$ cat config.mk
export PLATFORM = sky130hd
export DESIGN_NAME = attack_sequencer
export DESIGN_NICKNAME = d
export VERILOG_FILES = /design/src/rtl/attack_sequencer.sv
export SDC_FILE = /design/constraint.sdc
export NUM_CORES = 1
export LEC_CHECK = 0
export BUFFER_PORTS_ARGS = -buffer_cell sky130_fd_sc_hd__buf_4
export CORE_MARGIN = 2
export CORE_UTILIZATION = 42
export CTS_CLUSTER_SIZE = 24
export DETAILED_ROUTE_END_ITERATION = 6
export HOLD_SLACK_MARGIN = 0.15
export PLACE_DENSITY = 0.72
export SETUP_SLACK_MARGIN = 0.1
export SYNTH_ARGS = -nofsm -noshare
export SYNTH_HDL_FRONTEND = slang
export SYNTH_SLANG_ARGS = --single-unit
$ cat constraint.sdc
create_clock -name frame_clk -period 1.5 [get_ports frame_clk]
set_input_delay 0.225 -clock frame_clk [delete_from_list [all_inputs] [get_ports frame_clk]]
set_output_delay 0.225 -clock frame_clk [all_outputs]
set_load 0.02 [all_outputs]
$ cat src/rtl/attack_sequencer.sv
// attack_sequencer: punch FSM (WINDUP/ACTIVE/RECOVERY) with optional press buffering via ATTACK_BUFFER_EN
module attack_sequencer #(
  parameter logic [7:0] ATTACK_KEY      = 8'h06,
  parameter int         WINDUP_FRAMES   = 3,
  parameter int         ACTIVE_FRAMES   = 4,
  parameter int         RECOVERY_FRAMES = 8
) (
  input  logic       frame_clk,
  input  logic       Reset,
  input  logic [7:0] keycode_0,
  input  logic [7:0] keycode_1,
  input  logic [7:0] keycode_2,
  input  logic [7:0] keycode_3,
  input  logic       stun,
  output logic       punch_active,
  output logic       punch_start,
  output logic [1:0] attack_state,
  output logic       busy,
  output logic [7:0] attack_count
);
  typedef enum logic [1:0] {IDLE = 2'd0, WINDUP = 2'd1, ACTIVE = 2'd2, RECOVERY = 2'd3} state_t;
  localparam logic [7:0] W_LOAD = 8'(WINDUP_FRAMES - 1);
  localparam logic [7:0] A_LOAD = 8'(ACTIVE_FRAMES - 1);
  localparam logic [7:0] R_LOAD = 8'(RECOVERY_FRAMES - 1);
  state_t     r_state;
  logic [7:0] r_cnt;
  logic [7:0] r_count;
  logic       r_kq;
  logic       r_start;
  logic       w_key;
  logic       w_press;
  logic       w_rearm;
  assign w_key   = (keycode_0 == ATTACK_KEY) | (keycode_1 == ATTACK_KEY) |
                   (keycode_2 == ATTACK_KEY) | (keycode_3 == ATTACK_KEY);
  assign w_press = w_key & ~r_kq;
`ifdef ATTACK_BUFFER_EN
  logic r_buf;
  // A press inside an attack is remembered so RECOVERY chains straight into WINDUP;
  // a press on the very last RECOVERY frame is honoured through w_rearm directly.
  always_ff @(posedge frame_clk) begin
    if (Reset || stun) r_buf <= 1'b0;
    else if (r_state == RECOVERY && r_cnt == 8'd0) r_buf <= 1'b0;
    else if (r_state != IDLE && w_press) r_buf <= 1'b1;
  end
  assign w_rearm = r_buf | w_press;
`else
  assign w_rearm = 1'b0;
`endif
  // Edge detector follows the keys even in reset so a key held through reset cannot fire.
  always_ff @(posedge frame_clk) r_kq <= w_key;
  // Phase sequencing: each phase loads its length minus one and advances when the counter hits zero.
  always_ff @(posedge frame_clk) begin
    r_start <= 1'b0;
    if (Reset) begin
      r_state <= IDLE;
      r_cnt   <= 8'd0;
      r_count <= 8'd0;
    end else if (stun) begin
      r_state <= IDLE;
      r_cnt   <= 8'd0;
    end else if (r_state == IDLE) begin
      if (w_press) begin
        r_state <= WINDUP;
        r_cnt   <= W_LOAD;
      end
    end else if (r_cnt != 8'd0) begin
      r_cnt <= r_cnt - 8'd1;
    end else if (r_state == WINDUP) begin
      r_state <= ACTIVE;
      r_cnt   <= A_LOAD;
      r_start <= 1'b1;
      r_count <= r_count + 8'd1;
    end else if (r_state == ACTIVE) begin
      r_state <= RECOVERY;
      r_cnt   <= R_LOAD;
    end else begin
      r_state <= w_rearm ? WINDUP : IDLE;
      r_cnt   <= w_rearm ? W_LOAD : 8'd0;
    end
  end
  assign punch_active = r_state == ACTIVE;
  assign busy         = r_state != IDLE;
  assign attack_state = r_state;
  assign punch_start  = r_start;
  assign attack_count = r_count;
endmodule

* Word level (Yosys, flattened, before mapping)
Cells that the tools add are included.
** Operators by class
- Bitwise operators :: 8
- Shift operators :: 0
- Equal/unequal tests :: 8
- Order comparisons :: 0
- Divide/modulo/power cells :: 0
- Multiply operators :: 0
- Mux-type cells :: 11
- Add/sub/neg operators :: 2
- Reductions and logical operators :: 7
** Operators by type and width (number)
- $eq A8 B3 Y1 const B :: 4
- $mux W8 :: 3
- $mux W2 :: 5
- $add A8 B1 Y8 const B :: 1
- $reduce_bool A8 Y1 :: 1
- $sub A8 B1 Y8 const B :: 1
- $mux W3 :: 2
- $ne A2 B2 Y1 const B :: 2
- $not A1 Y1 :: 4
- $reduce_and A4 Y1 :: 1
- $reduce_or A4 Y1 :: 1
- $or A1 B1 Y1 :: 3
- $eq A2 B1 Y1 const B :: 1
- $eq A2 B2 Y1 const B :: 1
- $logic_not A2 Y1 :: 1
- $reduce_and A2 Y1 :: 1
- $reduce_bool A2 Y1 :: 1
- $reduce_or A2 Y1 :: 1
- $and A1 B1 Y1 :: 1
- $mux W1 :: 1
** Storage, ports and cells
- ROM bits :: 0
- Latch bits :: 0
- Memory bits (writable) :: 0
- Flip-flop bits (word level) :: 20
- Output and inout port bits :: 13
- Memories kept :: 0
- Input bits :: 35
- Logic and storage cells :: 41

* Logic depth before layout (Yosys ltp)
Gate-level depths: netlist of run 1.
- Depth after elaboration :: 7
- Mapped depth :: 7
- Gate-level depth less buffers :: 7

* Worst setup path after synthesis of run 1
OpenSTA, ideal clock, no wires.
- Path kind :: reg2reg
- From :: reg r_state[0], in the netlist attack_state[0]
- To :: reg r_count[5], in the netlist attack_count[5]
- Slack :: -0.326 ns
- Cell stages (with the launch flop) :: 7
- Path buffers :: 0
- Arrival :: 1.755 ns
- Required time :: 1.429 ns
- Cells stage by stage :: dfxtp_1 > inv_1 > ha_1 > nor3b_1 > nand4_2 > or3_1 > a21oi_1
** Between the ends
- Cells in the longest elaborated chain, start to end :: 3
- Elaborated cells between the ends (all ways) :: 4
- Classes of those cells :: 1 x eq/ne; 1 x bitwise; 2 x reduce/logical
** RTL lines
- start: declaration :: RTL line 25 : state_t r_state;
- start signal: assignment :: RTL line 77 : r_state <= w_rearm ? WINDUP : IDLE;
- $logic_not A2 Y1 :: RTL line 61 : end else if (r_state == IDLE) begin
- $not A1 Y1 (no source line)
- $reduce_and A4 Y1 (no source line) *
- end signal: assignment :: RTL line 72 : r_count <= r_count + 8'd1;
- end: declaration :: RTL line 27 : logic [7:0] r_count;
Mark *: on every way between the ends. The rest lies on a longest branch, timed or not.
A chain may end at the register's enable or synchronous reset.

* Final worst setup path of run 1
- From :: reg r_cnt[1]
- To :: reg r_count[1], in the netlist attack_count[1]
** Between the ends
- Cells in the longest elaborated chain, start to end :: 3
** RTL lines
- start: declaration :: RTL line 26 : logic [7:0] r_cnt;
- start signal: assignment :: RTL line 67 : r_cnt <= r_cnt - 8'd1;
- start signal: assignment :: RTL line 78 : r_cnt <= w_rearm ? W_LOAD : 8'd0;
- $reduce_bool A8 Y1 :: RTL line 66 : end else if (r_cnt != 8'd0) begin
- $not A1 Y1 (no source line)
- $reduce_and A4 Y1 (no source line)
No other way between the ends.

==> results of run 1 <==
-- layout by cell type (no fill, tap or decap), types with 3 or more instances in the layout --
master	count
a21oi_2	4
nand2_1	12
nor2_1	10
nor3_4	3
xnor2_1	4
nand3b_1	3
buf_4	75
nor3_1	3
a31oi_1	3
buf_6	12
nor4_1	4
a21oi_1	3
inv_2	3
ha_4	4
dfxtp_1	16
clkbuf_4	3
nor4bb_1	4
-- kinds of logic (layout without fill, tap and decap cells) --
group                    Yosys count  in the layout  synth area share, %
multiplexers                       1              1               0.8763
AO/OA/AOI/OAI                     27             27                15.88
adder cells (fa/ha/maj)            5              5                5.476
AND/OR/NAND/NOR                   65             65                35.16
XOR/XNOR                           6              6                4.600
buffers and inverters              9             99                2.957
flip-flops                        20             20                35.05
-- sequential cells by signal (all words and copies together) (netlist names) --
register and cells:
attack_count 8, r_cnt 8, attack_state 2, punch_start 1, r_kq 1
-- metal layers --
| layer | wire length [microns] | up-vias | global-route usage [%] | part of all wire, % |
|---|---|---|---|---|
| met5 | 0 | - | 0 | 0 |
| met4 | 199 | 0 | 11.90 | 4.4 |
| met3 | 147 | 17 | 2.791 | 3.2 |
| met2 | 2406 | 54 | 44.71 | 53 |
| met1 | 1814 | 672 | 30.29 | 40 |
| li1 | - | 681 | - | - |
-- worst max-delay path: cells and delay by family (launching register included) --
family        cells  cell delay, ns
buf+inv           2            0.10
simple gates      3            0.79
flops             1            0.34
mux               1            0.22
fa+ha+maj         1            0.14
-- through the flow --
stage          std cells  setup TNS, ns  util, %  hold slack, ns
5_1_grt              253         -3.096    87.95          0.1709
6_report             253         -1.547    87.95          0.1722
2_1_floorplan        133        -0.1584        -          0.3866
4_1_cts              241        -0.5933    79.61          0.1537
3_3_place_gp         231        -0.6960    69.94          0.4749
3_5_place_dp         231        -0.9900    69.94          0.4890
-- final timing paths --
kind	from	end	slack, ns
worst max register to register	r_cnt[1]	attack_count[1]	-0.20
worst max-delay path	r_cnt[1]	attack_count[1]	-0.20
worst min register to register	attack_count[7]	attack_count[7]	0.55
worst min-delay path	Reset	attack_count[3]	0.17
-- timing repair --
action	in CTS	in global routing
resized for setup	38	20
buffers inserted	7	11
cloned	0	1
pin swaps	15	15
endpoints found under the setup margin	21	21
endpoints found under the hold margin	0	0
-- area by class of cell --
cell class,instances,share of cell area (%)
flip-flops and latches,20,18.50
inverters,6,1.410
clock buffers,4,1.636
well taps,30,1.692
multi-input cells,104,43.26
repair buffers,89,33.50
-- power groups by stage --
stage / logic [mW] / clock network [mW] / registers [mW]
6_report: 0.133 / 0.330 / 0.529
4_1_cts: 0.121 / 0.324 / 0.529
2_1_floorplan: 0.0279 / 0 / 0.541
5_1_grt: 0.142 / 0.366 / 0.529
3_3_place_gp: 0.107 / 0 / 0.541
3_5_place_dp: 0.111 / 0 / 0.541
==> out/metrics.yaml, run 1 <==
outcome: "complete, but fails checks"
violations: "setup timing"
fin_nets: 264
ys_seq_area_share_pct: 35.05
period_minus_slack_ns: 1.702
crit_chain: "inv_2 -> ha_4 -> inv_2 -> or4_4 -> nor3_4 -> mux2i_1 -> nor2_1"
avgViaCountPerCell: 5.628
comb_power_share_pct: 13.4
grt_antenna_before_repair: 0
endpoint_kind: "register"
place_area_sq_um: 1764
synth_warnings: 0
synthArstFlopShare_pct: 0
ys_seq_elements: 20
multi_input_area_sq_um: 959.7
switching_share_pct: 23.12
start_kind: "register"
synth_cells: 133
critPathSlowestCell: "or4_4"
cts_buffer_depth: 2
grt_start_max_net_pins: 16
htreeDepth: 1
wl_per_cell_microns: 18.06
firstDrtPassIters: 4
critical-path-max-stage-delay_ns: 0.47
p_seq_share_pct: 53.3
synth_edf_count: 0
fin_ws_ns: -0.2018
diodes: 0
postCtsHoldBufs: 0
synth.most_common_cell: "dfxtp_1"
gr-total-overflow: 0
start_util_pct: 45.29
seqCellArea_sq_um: 410.4
track_usage_pct: 25.30
tightest_slew_ns: 0.4502
grt_first_pass_wirelength_microns: 6279
finalHoldViolations: 0
nFillCells: 121
arrival_ns: 1.92
fmax_mhz: 587.6
routabilityCongestion: 0.8045
finalPower_uw: 992.2
path_clk_slew_ns: 0.12
required_ns: 1.72
syn_to_final_growth_pct: 94.20
cts_made_buffers: 3
synth_top_cell_by_area: "dfxtp_1"
via_count: 1424
slew_violations: 0
timing.final.crit_share_pct: 113.5
reg2reg_depth: 7
rsz0062_at_grt: "true"
post-route-drc-count: 0
portBuffers: 47
finalClockSkew_ns: 0.005158
yosys.cell_types.count: 40
synth_common_cells: "20 x dfxtp_1, 13 x nand2_1, 13 x nor2_1"
ir_drop_mv: 0.5428
slew_headroom_pct: 69.60
worstPathMaxFanout: 3
die_x_microns: 56.15
synth_area_leaders: "dfxtp_1 35%, ha_1 5.5%, nand2_1 4.3%, nor2_1 4.3%, xnor2_1 3.8%"
core_sq_um: 2522
hold_depth: 2
netlist_area_sq_um: 1142
drive_gt1_share_pct: 62.78
syn_area_per_cell_sq_um: 8.589
final_design_area_no_fill_sq_um: 2218
wl_microns: 4568
critPathKind: "reg -> reg"
cts_tree: "yes"
cts_root_buffer: "clkbuf_4"
grt_pass1_vias: 1386
synth_nets: 173
cts_sinks: 20
p_int_uw: 762.7
yosys.area.top_type_share_pct: 35.05
clk_latency_ns: 0.32
pwr-share-clk_pct: 33.3
rows: 18
maxCapViolCount: 0
dpl_worst_slack_ns: -0.1373
drtIter0Drc: 106
io_pins: 48
switchingPower_uw: 229.4
synth_flop_cell: "dfxtp_1"
setup_viol: 18
min_path_type: "in -> reg"
worst_path_most_repeated_cell: "inv_2"
die_area_sq_um: 3153
powerDensity_nw_per_um2: 447.2
hpwlAfterDp_microns: 2490
p_leak_nw: 0.9478
die_height_microns: 56.15
ant_nets: 0
(Power assumes the default switching activity.)
==> inputs of run 2 (changes only) <==
--- a/config.mk
+++ b/config.mk
@@ -5,9 +5,11 @@
 export SDC_FILE = /design/constraint.sdc
 export NUM_CORES = 1
 export LEC_CHECK = 0
+export ABC_AREA = 1
 export BUFFER_PORTS_ARGS = -buffer_cell sky130_fd_sc_hd__buf_4
+export CORE_ASPECT_RATIO = 0.8
 export CORE_MARGIN = 2
-export CORE_UTILIZATION = 42
+export CORE_UTILIZATION = 43
 export CTS_CLUSTER_SIZE = 24
 export DETAILED_ROUTE_END_ITERATION = 6
 export HOLD_SLACK_MARGIN = 0.15
==> run 2 against run 1 <==
Net effect:
- the flow now finishes without violations
- highest routed layer unchanged
- sequential power about the same
- critical path type unchanged
- via count down 2.0%
- combinational power up 8%
==> out/metrics.yaml, run 2 <==
outcome: "finished clean"
ys_seq_elements: 20
setup_viol: 0
die_area_sq_um: 3379
track_usage_pct: 19.82
synth_warnings: 0
syn_area_per_cell_sq_um: 6.522
ant_nets: 0
met2_usage_pct: 32.29
grt_start_max_net_pins: 12
start_kind: "register"
slew_violations: 0
path_clk_slew_ns: 0.12
cts_tree: "yes"
powerDensity_nw_per_um2: 524.1
fin_cells: 292
slew_headroom_pct: 81.60
crit_chain: "inv_2 -> ha_4 -> nand2_4 -> nor2_4 -> inv_4 -> nor2_4 -> nand2_4 -> o21ai_1 -> a21oi_2 -> nand2_1 -> inv_1"
cts_root_buffer: "clkbuf_4"
tightest_slew_ns: 0.2757
rows: 17
dp.cells: 280
timing.hold.ws_ns: 0.2330
place_area_sq_um: 1689
synth_common_cells: "39 x nand2_1, 36 x nor2_1, 25 x inv_1"
routabilityCongestion: 0.8948
period_minus_slack_ns: 1.431
post-route-drc-count: 0
grt_antenna_before_repair: 0
firstDrtPassIters: 5
syn_to_final_growth_pct: 51.69
wl_per_cell_microns: 11.76
nFillCells: 251
cp_num_cells: 11
final_util_pct: 69.05
setup_tns_ns: 0
ir_drop_mv: 0.3795
synth.most_common_cell: "nand2_1"
yosys.cell_types.count: 25
finalHoldViolations: 0
netlist_area_sq_um: 1259
rsz0062_at_grt: "true"
die_height_microns: 52.39
via_count: 1396
gr-total-overflow: 0
grt_busiest_layer: "met2"
drtIter0Drc: 94
yosys.area.top_type_share_pct: 31.81
wl_microns: 3434
crit_family: "simple AND/OR/NAND/NOR gates"
avgViaCountPerCell: 4.781
endpoint_kind: "register"
clk_latency_ns: 0.31
p_leak_nw: 0.9171
timing.final.crit_share_pct: 95.39
final_design_area_no_fill_sq_um: 1909
ys_seq_area_share_pct: 31.81
fmax_mhz: 698.9
drive_gt1_share_pct: 42.13
synth_flop_cell: "dfxtp_1"
cts_sinks: 20
start_util_pct: 45.52
synth_top_cell_by_area: "dfxtp_1"
arrival_ns: 1.64
layout_common_cells: "56 x buf_4, 37 x nand2_1, 31 x nor2_1"
hold_depth: 4
layout_commonest_cell: "buf_4"
critPathSlowestCell: "dfxtp_2"
synthArstFlopShare_pct: 0
finalPower_mw: 1.001
diodes: 0
htreeDepth: 1
critical-path-max-stage-delay_ns: 0.35
io_pins: 48
reg2reg_depth: 11
synth_edf_count: 0
synth_area_leaders: "dfxtp_1 32%, nand2_1 12%, nor2_1 11%, inv_1 7.5%, a21oi_1 6.4%"
grt_first_pass_wirelength_microns: 5161
hpwlAfterDp_microns: 2343
portBuffers: 47
critPathKind: "reg -> reg"
min_path_type: "in -> reg"
fin_ws_ns: 0.06910
grt_pass1_vias: 1206
core_sq_um: 2765
finalClockSkew_ns: 0.008677
use_met1_pct: 27.11
die_x_microns: 64.49
fin_nets: 295
required_ns: 1.71
crit_buf_inv: 3
synth_cells: 193
maxCapViolCount: 0
dpl_worst_slack_ns: 0.04067
cts_buffer_depth: 2
synth_nets: 233
worstPathMaxFanout: 4
grt.met3_usage_pct: 4.301
cts_made_buffers: 3
==> run 2: changes by cell type in the layout (fill, tap and decap cells not counted), sizes merged, moves of 3 or more <==
cell | before | now
nand2 | 14 | 46
buf | 88 | 57
nor2 | 13 | 40
inv | 5 | 29
nand3 | 3 | 14
a21oi | 7 | 16
nor3 | 8 | 2
xor2 | 1 | 7
nor4 | 5 | 0
nor4bb | 4 | 0
nand3b | 3 | 0
nor3b | 3 | 0
xnor2 | 5 | 2
==> run 2: layer usage <==
metal | vias to the layer above | part of all wire, %
met5 | - | 0
met4 | 0 | 0.90
met3 | 2 | 5.3
met2 | 53 | 45
met1 | 615 | 49
li1 | 726 | -
==> run 2: cell type report <==
cell class,count,area [sq um],area share (%)
Tap cell,38,47.55,2.490
Multi-Input combinational cell,142,847.1,44.36
Clock buffer,4,36.28,1.900
Sequential cell,20,411.6,21.56
Inverter,30,125.1,6.553
Timing Repair Buffer,58,441.7,23.13
==> run 2: kinds of logic after synthesis <==
group                    share of synthesized area [%]
AO/OA/AOI/OAI                                    9.543
flip-flops                                       31.81
XOR/XNOR                                         6.263
AND/OR/NAND/NOR                                  37.97
buffers and inverters                            9.442
adder cells (fa/ha/maj)                          4.970
==> run 2: what timing repair did <==
item | CTS | global route
endpoints found under the hold margin | 5 | 0
pin swaps | 8 | 9
setup buffers | 2 | 5
setup endpoints to repair | 14 | 20
hold buffers | 1 | 0
resized for setup | 13 | 25
==> run 2: final timing paths <==
check	slack, ns	end	from
worst max-delay path	0.07	r_cnt[1]	r_cnt[1]
worst min-delay path	0.23	punch_start	stun
worst max register to register	0.07	r_cnt[1]	r_cnt[1]
worst min register to register	0.51	attack_count[6]	attack_count[6]
==> run 2: worst reg2reg max path, delay by kind of cell (launching register included) <==
family          cells  cell delay, ns
flops               1            0.35
simple gates        5            0.43
fa+ha+maj           1            0.14
buf+inv             3            0.16
compound gates      2            0.26
==> run 2: report_power, final <==
part           leakage (nW)  internal, mW  switching, mW  total (mW)
clock                0.0210         0.148          0.178       0.326
sequential            0.164         0.529        0.00132       0.531
combinational         0.732        0.0848         0.0588       0.144
total                 0.917         0.762          0.239        1.00
